## src/rtl/i2c_pkg.sv

```systemverilog
// i2c_pkg: command codes, sequencer states and per-quarter bus waveform lookup.
package i2c_pkg;
  typedef enum logic [1:0] {
    CMD_START = 2'd0,
    CMD_STOP  = 2'd1,
    CMD_WRITE = 2'd2,
    CMD_READ  = 2'd3
  } cmd_e;
  typedef enum logic [2:0] {
    ST_IDLE = 3'd0,
    ST_Q0   = 3'd1,
    ST_Q1   = 3'd2,
    ST_Q2   = 3'd3,
    ST_Q3   = 3'd4
  } state_e;
  // Returns {scl_oe, sda_oe} for a command in a given quarter; SCL is released in Q1/Q2 for data bits.
  function automatic logic [1:0] wave(input cmd_e c, input logic d, input state_e s);
    logic mid;
    mid = (s == ST_Q1) || (s == ST_Q2);
    case (c)
      CMD_START: wave = {s == ST_Q3, (s == ST_Q2) || (s == ST_Q3)};
      CMD_STOP:  wave = {s == ST_Q0, s != ST_Q3};
      CMD_WRITE: wave = {!mid, !d};
      default:   wave = {!mid, 1'b0};
    endcase
  endfunction
endpackage

```

## src/rtl/quarter_timer.sv

```systemverilog
// quarter_timer: prescale up-counter flagging the last cycle of a quarter.
module quarter_timer #(
  parameter int DIV_W = 16
) (
  input  logic             clk,
  input  logic             rst,
  input  logic             clear,
  input  logic             enable,
  input  logic [DIV_W-1:0] limit,
  output logic             full
);
  logic [DIV_W-1:0] cnt_q, cnt_d;
  assign full = enable && (cnt_q == limit);
  always_comb cnt_d = clear ? '0 : enable ? cnt_q + 1'b1 : cnt_q;
  always_ff @(posedge clk)
    if (rst) cnt_q <= '0;
    else cnt_q <= cnt_d;
endmodule

```

## src/rtl/i2c_bit_ctrl.sv

```systemverilog
// i2c_bit_ctrl: bit-level I2C master sequencer splitting each bus command into four timed quarters.
module i2c_bit_ctrl
  import i2c_pkg::*;
#(
  parameter int DIV_W = 16
) (
  input  logic             clk,
  input  logic             rst,
  input  logic             cmd_valid,
  output logic             cmd_ready,
  input  logic [1:0]       cmd,
  input  logic             din,
  input  logic [DIV_W-1:0] presc,
  input  logic             scl_in,
  input  logic             sda_in,
  output logic             scl_oe,
  output logic             sda_oe,
  output logic             dout,
  output logic             done,
  output logic             busy
);
  state_e           state_q, state_d;
  cmd_e             cmd_q, cmd_d;
  logic             din_q, din_d;
  logic [DIV_W-1:0] presc_q, presc_d;
  logic             scl_oe_q, scl_oe_d, sda_oe_q, sda_oe_d;
  logic             dout_q, dout_d, done_q, done_d;
  logic             accept, stretch, full;
  assign cmd_ready = state_q == ST_IDLE;
  assign busy      = state_q != ST_IDLE;
  assign accept    = cmd_valid && cmd_ready;
  // A slave holding SCL low during the high phase freezes the quarter.
  assign stretch   = (state_q == ST_Q1) && (cmd_q != CMD_START) && !scl_in;
  quarter_timer #(.DIV_W(DIV_W)) u_timer (
    .clk    (clk),
    .rst    (rst),
    .clear  (full || accept),
    .enable (busy && !stretch),
    .limit  (presc_q),
    .full   (full)
  );
  always_comb begin
    cmd_d   = accept ? cmd_e'(cmd) : cmd_q;
    din_d   = accept ? din : din_q;
    presc_d = accept ? presc : presc_q;
    state_d = accept ? ST_Q0 : !full ? state_q :
              state_q == ST_Q3 ? ST_IDLE : state_e'(state_q + 3'd1);
    {scl_oe_d, sda_oe_d} = state_d == ST_IDLE ? {scl_oe_q, sda_oe_q} : wave(cmd_d, din_d, state_d);
    dout_d  = (state_q == ST_Q2) && full && (cmd_q == CMD_READ) ? sda_in : dout_q;
    done_d  = (state_q == ST_Q3) && full;
  end
  always_ff @(posedge clk)
    if (rst) begin
      state_q  <= ST_IDLE;
      cmd_q    <= CMD_START;
      din_q    <= 1'b0;
      presc_q  <= '0;
      scl_oe_q <= 1'b0;
      sda_oe_q <= 1'b0;
      dout_q   <= 1'b0;
      done_q   <= 1'b0;
    end else begin
      state_q  <= state_d;
      cmd_q    <= cmd_d;
      din_q    <= din_d;
      presc_q  <= presc_d;
      scl_oe_q <= scl_oe_d;
      sda_oe_q <= sda_oe_d;
      dout_q   <= dout_d;
      done_q   <= done_d;
    end
  assign scl_oe = scl_oe_q;
  assign sda_oe = sda_oe_q;
  assign dout   = dout_q;
  assign done   = done_q;
endmodule

```

## config.mk

```make
export PLATFORM = sky130hd
export DESIGN_NAME = i2c_bit_ctrl
export DESIGN_NICKNAME = d
export VERILOG_FILES = /design/src/rtl/i2c_pkg.sv /design/src/rtl/quarter_timer.sv /design/src/rtl/i2c_bit_ctrl.sv
export SDC_FILE = /design/constraint.sdc
export NUM_CORES = 1
export LEC_CHECK = 0
export BUFFER_PORTS_ARGS = -buffer_cell sky130_fd_sc_hd__buf_2
export CAP_MARGIN = 5
export CORE_UTILIZATION = 55
export DETAILED_ROUTE_END_ITERATION = 10
export PLACE_DENSITY = 0.77
export SYNTH_ARGS = -nofsm -noshare
export SYNTH_HDL_FRONTEND = slang
export SYNTH_SLANG_ARGS = --single-unit
```

## constraint.sdc

```tcl
create_clock -name clk -period 4.5 [get_ports clk]
set_input_delay 0.225 -clock clk [delete_from_list [all_inputs] [get_ports clk]]
set_output_delay 0.225 -clock clk [all_outputs]
set_load 0.02 [all_outputs]
```

Word level (Yosys, flattened, before mapping) --
Index checks and enable logic that the tools add are counted.
Storage, ports and cells: word-level logic and storage cells 50, flip-flop bits (word level) 42, output and inout bits 6, input bits 24
Operators by class: eq/ne operators 12, $add $sub $neg 2, reductions and logical operators 21, mux-type cells 6
Operator list (count):
- adder 16 x 1 -> 16 bit (second input constant) | 1
- equality test 16 bit | 1
- equality test 3 x 2 -> 1 bit (second input constant) | 4
- two-way mux 3 bit | 3
- logical AND 1 bit | 8
- equality test 3 bit (second input constant) | 2
- zero test 3 bit | 2
- one-hot mux 2 bit (3 select lines) | 1
- equality test 2 bit (second input constant) | 2
- zero test 1 bit | 4
- adder 3 x 1 -> 3 bit (second input constant) | 1
- equality test 3 x 1 -> 1 bit (second input constant) | 1
- logical OR 1 bit | 3
- inequality test 3 bit (second input constant) | 1
- nonzero test 3 bit | 1
- equality test 2 x 1 -> 1 bit (second input constant) | 1
- zero test 2 bit | 1
- two-way mux 2 bit | 1
- nonzero test 2 bit | 1
- OR reduction 2 bit | 1
- two-way mux 1 bit | 1

Logic depth before layout (Yosys ltp) --
Gate-level depths: netlist (run 1).
word-level depth 12, gate-level depth with buffers 10, depth with buffers taken out 10

Cells and area by module --
From an unflattened synthesis (run 1), not the netlist that was laid out.
Unflattened totals: cells, all modules 245, area total of the unflattened synthesis 2060.7 um2
By module, submodules not included:
- i2c_bit_ctrl | instances 1, sequential area each 520.5 um2, cells an instance 138, area each 1146.1 um2
- quarter_timer | instances 1, sequential area each 320.3 um2, cells an instance 107, area each 914.6 um2

Least setup slack after synthesis (run 1) --
Ideal clock, no wire load.
path type flip-flop to flip-flop, from register u_timer.cnt_q[5], to register sda_oe_q (netlist: sda_oe), buffers on the path 1, library setup time 120 ps, arrival 2134 ps, stages on the path, launching flop included 10, path slack 2246 ps, required time 4380 ps, period minus slack after synthesis 2254 ps, cells stage by stage dfxtp_1 > buf_2 > xor2_1 > nor4_2 > nand4_1 > a21oi_4 > mux2_2 > and3_4 > a31o_1 > o31a_1
Between the ends: longest elaborated chain between the ends 7, elaborated cells on any way between the ends 10, classes of those cells eq/ne: 4; mux: 3; reduce/logical: 3
RTL lines:
- start: declaration | line quarter_timer.sv:12 | logic [DIV_W-1:0] cnt_q, cnt_d;
- start signal: assignment | line quarter_timer.sv:17 | else cnt_q <= cnt_d;
- equality test 16 bit (*) | line quarter_timer.sv:13 | assign full = enable && (cnt_q == limit);
- logical AND 1 bit (*) | line quarter_timer.sv:13
- two-way mux 3 bit (*) (2 in series) | line i2c_bit_ctrl.sv:46 | state_d = accept ? ST_Q0 : !full ? state_q :
- equality test 3 x 2 -> 1 bit / equality test 3 bit (equally long branches) | line i2c_pkg.sv:21 | CMD_START: wave = {s == ST_Q3, (s == ST_Q2) || (s == ST_Q3)};
- logical OR 1 bit | line i2c_pkg.sv:21
- one-hot mux 2 bit (3 select lines) | line i2c_pkg.sv:20 | case (c)
- end signal: assignment | line i2c_bit_ctrl.sv:68 | sda_oe_q <= sda_oe_d;
- end: declaration | line i2c_bit_ctrl.sv:26 | logic scl_oe_q, scl_oe_d, sda_oe_q, sda_oe_d;
Every way passes the cells marked *; elsewhere a longest branch is shown, timed or not. A chain may end at the register's enable or synchronous reset.

Worst setup path in the final report (run 1) --
from register state_q[0], to register scl_oe_q (netlist: scl_oe)
Between the ends: longest elaborated chain between the ends 12, elaborated cells on any way between the ends 26, classes of those cells add/sub: 1; eq/ne: 8; mux: 5; reduce/logical: 12
RTL lines:
- start: declaration | line i2c_bit_ctrl.sv:22 | state_e state_q, state_d;
- start signal: assignment | line i2c_bit_ctrl.sv:63 | state_q <= state_d;
- parallel branches: the longest is 12 deep, another holds adder 3 x 1 -> 3 bit
- end signal: assignment | line i2c_bit_ctrl.sv:67 | scl_oe_q <= scl_oe_d;
- end: declaration | line i2c_bit_ctrl.sv:26
Several ways; the timed one is not identified.

==> run metrics, run 1 <==
total power 773.2 uW; hold crit path type in2reg; Antenna Cells 0; slew margin rel. 48.13%; Post-CTS Setup Inserts 0; Syn Std Cell Area 1978 sq um; Core Area 3390 sq um; initial antenna violation count 0; final slew viol count 0; count of different cell masters after synthesis 36; Worst setup SP type register; Detailed Route Iter0 Violations 74; via count 1582; CTS H-tree depth 2; Clock Tree Buf Depth 2; slowest stage cell on the critical path mux2i_1; Worst-path clk slew 140 ps; worst stage delay on the critical path 600 ps; Post-synth top flop dfxtp_1; kind of critical path reg2reg; ANT nets after route 0; critical path's most frequent cell mux2i_1; largest net degree at the start of global routing 28; Layout area overhead 12.65%; Post-synth ARST share 0%; routed vias/inst 5.170; Critical Path Sink Type register; most common cell after layout, fill and taps aside nand2_1; Psw 214.8 uW; initial core utilization 58.36%; Core Util, Final 65.74%; status completed; grt total ovfl 0; Syn Nets 262; hold buffer count at CTS 0; fillers 295; Internal Power 558.4 uW; Post-Syn Area per Cell 8.490 sq um; Setup TNS Final 0 ps; hpwl dp 2.733 mm; vias in the first global route 1301; CP Data Required Time 4780 ps; Cell Chain, Critical Path inv_1 > ha_1 > inv_2 > nor2_1 > nand2_1 > mux2i_1 > mux2i_1 > a2111oi_4; Hold Violations, Final 0; final wirelength 3.796 mm; Total GRT Usage 21.88%; unrepaired setup endpoints after global routing no; post-synthesis sequential area ratio 42.50%; die height 61.97 um; sequential share of power 51.9%; Max VDD drop 239.4 uV; switching portion of total power 27.78%; most frequent cells in the layout nand2_1 (46), dfxtp_1 (42), buf_2 (29); gpl congestion 0.8268; Logic pwr share 15.1%; Num CTS Buffers 5; Skew-Pair Late Insertion Delay 360 ps; Yosys warning count 0; Fmax 386.4 MHz; first-pass GRT wire length 5.968 mm; worst-path fanout max 23; post_cts resized 0; Pwr Density 347.0 nW/um^2; Leak 0.0009927 uW; fraction of layout cells with a size suffix above 1 17.69%; # port buffers 29; Max Cap Viol 0; DRC errors left 0; Die Wd 61.97 um; router iterations before antenna repair 4; number of synthesized flops with an enable pin 0; clock root cell clkbuf_4; final setup fails 0; skew final 12.10 ps; CTS tree done; data arrival time of the worst path 2870 ps; die area 3840 sq um; period utilisation layout 57.50%; FP Rows 21; delay-heaviest family, CP multiplexers; Least-Margin Pin Slew 776.2 ps; WP buf/inv 2; synthesized instance count 233; Clock Power Share 33.0%; drt wl/cell 12.41 um; clk sink count 42; final worst path period need 2588 ps; io pins 30; nets@finish 288; FF+latch count, synth 42
[area by class of cell]
class,instances,area (sq um),share of cell area (%)
clock buffer,5,37.54,1.684
clock inverter,3,48.80,2.190
inverter,6,22.52,1.011
multi-input combinational,175,1076,48.29
sequential,42,840.8,37.73
tap,46,57.56,2.583
timing repair buffer,29,145.1,6.513
[routing by layer]
| layer | track usage [%] | vias to the layer above | wire length (um) |
|---|---|---|---|
| met5 | 0 | - | 0 |
| met4 | 7.619 | 0 | 67 |
| met3 | 7.246 | 7 | 165 |
| met2 | 32.37 | 35 | 1672 |
| met1 | 29.82 | 714 | 1891 |
| li1 | - | 826 | - |
[metrics by stage]
| stage | hold slack, ps | worst slack (ps) | cells | cell area (sq um) |
|---|---|---|---|---|
| 2_1_floorplan | 361.0 | 2246 | 233 | 1978 |
| 3_3_place_gp | 456.1 | 1988 | 298 | 2142 |
| 3_5_place_dp | 462.1 | 1926 | 298 | 2142 |
| 4_1_cts | 74.38 | 1887 | 306 | 2228 |
| 5_1_grt | 64.99 | 1678 | 306 | 2228 |
| 6_report | 78.97 | 1912 | 306 | 2228 |
[registers in the layout (all words and copies together) (netlist names)]
register / cells
u_timer.cnt_q: 16
cmd_q: 2
presc_q: 16
dout: 1
din_q: 1
done: 1
state_q: 3
sda_oe: 1
scl_oe: 1
[worst min-delay path, stage by stage]
cell and delay, ps:
buf_2 90, nand2_1 40, a21oi_1 50
[cell usage after synthesis, types with 2 or more instances]
| cell | count | share of area (%) |
|---|---|---|
| mux2i_1 | 7 | 3.5 |
| xnor2_1 | 2 | 0.89 |
| ha_1 | 5 | 3.2 |
| nor2_1 | 28 | 5.3 |
| dfxtp_1 | 42 | 43 |
| nor4_1 | 4 | 1.3 |
| nand4_1 | 6 | 1.9 |
| and3_1 | 3 | 0.95 |
| nand2_1 | 46 | 8.7 |
| nand3_1 | 5 | 1.3 |
| a21oi_1 | 21 | 5.3 |
| clkbuf_1 | 8 | 1.5 |
| xor2_1 | 28 | 12 |
| inv_1 | 5 | 0.95 |
| or3_1 | 2 | 0.63 |
[kinds of logic (layout without fill, tap and decap cells)]
family / after synthesis / after routing / share of synthesized area (%)
compound gates: 30 / 30 / 10.25
buf+inv: 16 / 43 / 3.099
simple gates: 102 / 102 / 23.59
fa+ha+maj: 5 / 5 / 3.163
flops: 42 / 42 / 42.50
mux: 8 / 8 / 4.111
xor+xnor: 30 / 30 / 13.28
[path summary, 6_finish.rpt]
path              start          end  slack [ps]  depth (start not counted)
max reg2reg  state_q[0]       scl_oe        1910                          8
min reg2reg  presc_q[4]   presc_q[4]         480                          2
max          state_q[0]       scl_oe        1910                          8
min           presc[11]  presc_q[11]          80                          3
[power groups by stage]
stage,Sequential [uW],Combinational (uW),Clock [uW]
final,401,117,255
after global routing,404,130,276
after CTS,402,118,260
after detailed placement,410,117,0
after global placement,409,115,0
after floorplan,411,85.6,0
Note: power is estimated with default switching activity, not from simulation.
==> inputs of run 2 (changes only) <==
--- a/config.mk
+++ b/config.mk
@@ -7,9 +7,9 @@
 export LEC_CHECK = 0
 export BUFFER_PORTS_ARGS = -buffer_cell sky130_fd_sc_hd__buf_2
 export CAP_MARGIN = 5
-export CORE_UTILIZATION = 55
+export CORE_UTILIZATION = 50
 export DETAILED_ROUTE_END_ITERATION = 10
-export PLACE_DENSITY = 0.77
+export PLACE_DENSITY = 0.74
 export SYNTH_ARGS = -nofsm -noshare
 export SYNTH_HDL_FRONTEND = slang
 export SYNTH_SLANG_ARGS = --single-unit
==> constraint.sdc (replaced) <==
create_clock -name clk -period 2.2 [get_ports clk]
set_input_delay 0.11 -clock clk [delete_from_list [all_inputs] [get_ports clk]]
set_output_delay 0.11 -clock clk [all_outputs]
set_load 0.02 [all_outputs]
==> run 2 against run 1 <==
  * Sequential share of layout area is 4.2 points lower
  * Largest power group unchanged
  * The flow now finishes with violations (setup timing)
  * Largest cell class unchanged
  * Final area is 13% higher
  * Cell count is 12% higher
  * Clock power is 93% higher
  * Sequential cell count stayed put
==> run metrics, run 2 (same netlist as run 1, synthesis figures left out) <==
final wirelength 4.326 mm; Worst setup SP type register; die area 4212 sq um; final worst path period need 2237 ps; Total GRT Usage 22.95%; nets@finish 322; most common cell after layout, fill and taps aside nand2_1; final slew viol count 0; die height 64.90 um; fraction of layout cells with a size suffix above 1 29.93%; most frequent cells in the layout nand2_1 (46), dfxtp_1 (37), buf_4 (33); worst-path fanout max 4; Clock Tree Buf Depth 2; worst setup margin -36.74 ps; Internal Power 1153 uW; kind of critical path reg2reg; Critical Path Sink Type register; worst reg2reg path depth 9; CTS H-tree depth 2; Psw 444.8 uW; Core Area 3716 sq um; grt total ovfl 0; clk sink count 42; first-pass GRT wire length 7.279 mm; slowest stage cell on the critical path dfxtp_2; Least-Margin Pin Slew 523.1 ps; Fmax 447.1 MHz; Pwr Density 632.3 nW/um^2; vias in the first global route 1596; Antenna Cells 0; switching portion of total power 27.84%; DRC errors left 0; status complete, but fails checks; largest net degree at the start of global routing 28; worst stage delay on the critical path 330 ps; CTS tree done; hold crit path type in2reg; Logic pwr share 18.0%; Cell Chain, Critical Path xor2_1 > nor4_1 > nand4_1 > a21oi_4 > mux2i_1 > buf_4 > or2b_1 > a211oi_2 > o31a_1; Layout area overhead 27.70%; Setup TNS Final -44.73 ps; delay-heaviest family, CP simple AND/OR/NAND/NOR gates; # port buffers 29; total power 1597 uW; Hold Crit Depth 3; failing checks setup timing; Detailed Route Iter0 Violations 141; ANT nets after route 0; gpl congestion 0.8348; Crit. Startpoint presc_q[4]; hold buffer count at CTS 0; hold_sp presc[3]; Skew-Pair Late Insertion Delay 290 ps; router iterations before antenna repair 4; period utilisation layout 101.7%; Max VDD drop 448.8 uV; initial antenna violation count 0; pre-CTS WS -112.6 ps; Hold Violations, Final 0; CP Data Required Time 2450 ps; drt wl/cell 12.65 um; Worst-path clk slew 80 ps; slew margin rel. 65.12%; clock root cell clkbuf_8; WP buf/inv 1; unrepaired setup endpoints after global routing yes; routed vias/inst 5.038; via count 1723; FP Rows 22; Top Registers presc_q x16, u_timer.cnt_q x16, state_q x3; Die Wd 64.90 um; R2R Path Start presc_q[4]; final setup fails 2; io pins 30; Clock Power Share 30.8%; sequential share of power 51.2%; initial core utilization 53.23%; data arrival time of the worst path 2480 ps; CP Depth 9; Num CTS Buffers 5; hpwl dp 3.165 mm; Leak 0.001176 uW; Max Cap Viol 0; skew final 5.732 ps
run 2: cell types whose count changed in the layout (fill, tap and decap cells not counted), moves of 5 or more:
cell	delta
buf_4	+33
clkbuf_4	-5
clkbuf_8	+5
dfxtp_1	-5
dfxtp_2	+5
run 2: timing repair:
| action | CTS | global route |
|---|---|---|
| setup endpoints to repair | 2 | 5 |
| buffers inserted | 2 | 0 |
| pin swaps | 5 | 3 |
| gates resized for setup | 3 | 6 |
run 2: final cells by class:
type,instances,area [sq um]
inverters,6,22.52
clock buffers,6,72.57
well taps,48,60.06
fillers,312,1190
flip-flops and latches,42,847.1
multi-input cells,175,1097
clock inverters,2,13.76
repair buffers,63,412.9
run 2: path summary, 6_finish.rpt:
kind         slack [ps]    endpoint
max                 -40      sda_oe
min                  50  presc_q[3]
min reg2reg         460  presc_q[6]
max reg2reg         -40      sda_oe
run 2: stage by stage:
| step | area [sq um] | hold WS (ps) | instances | util [%] |
|---|---|---|---|---|
| 2_1_floorplan | 1982 | 246.0 | 233 | - |
| 3_3_place_gp | 2401 | 346.7 | 332 | 64.61 |
| 3_5_place_dp | 2401 | 353.2 | 332 | 64.61 |
| 4_1_cts | 2515 | 41.20 | 342 | 67.68 |
| 5_1_grt | 2526 | 33.88 | 342 | 67.98 |
| 6_report | 2526 | 46.68 | 342 | 67.98 |
run 2: power groups by stage:
stage,registers (uW),clock network [uW],logic [uW]
floorplan,840,0,176
global placement,833,0,281
detailed placement,835,0,285
CTS,817,499,288
global route,821,539,318
finish,818,492,288
run 2: worst register-to-register path, stage by stage (launching register included):
cell and delay, ps:
dfxtp_2 330, xor2_1 170, nor4_1 290, nand4_1 230, a21oi_4 230, mux2i_1 230, buf_4 150, or2b_1 230
a211oi_2 180, o31a_1 150
run 2: layer usage:
| metal | track usage [%] | share of wire, % |
|---|---|---|
| met1 | 30.29 | 47 |
| met4 | 8.333 | 1.3 |
| met2 | 36.20 | 48 |
| met3 | 5.282 | 3.9 |
| met5 | 0 | 0 |
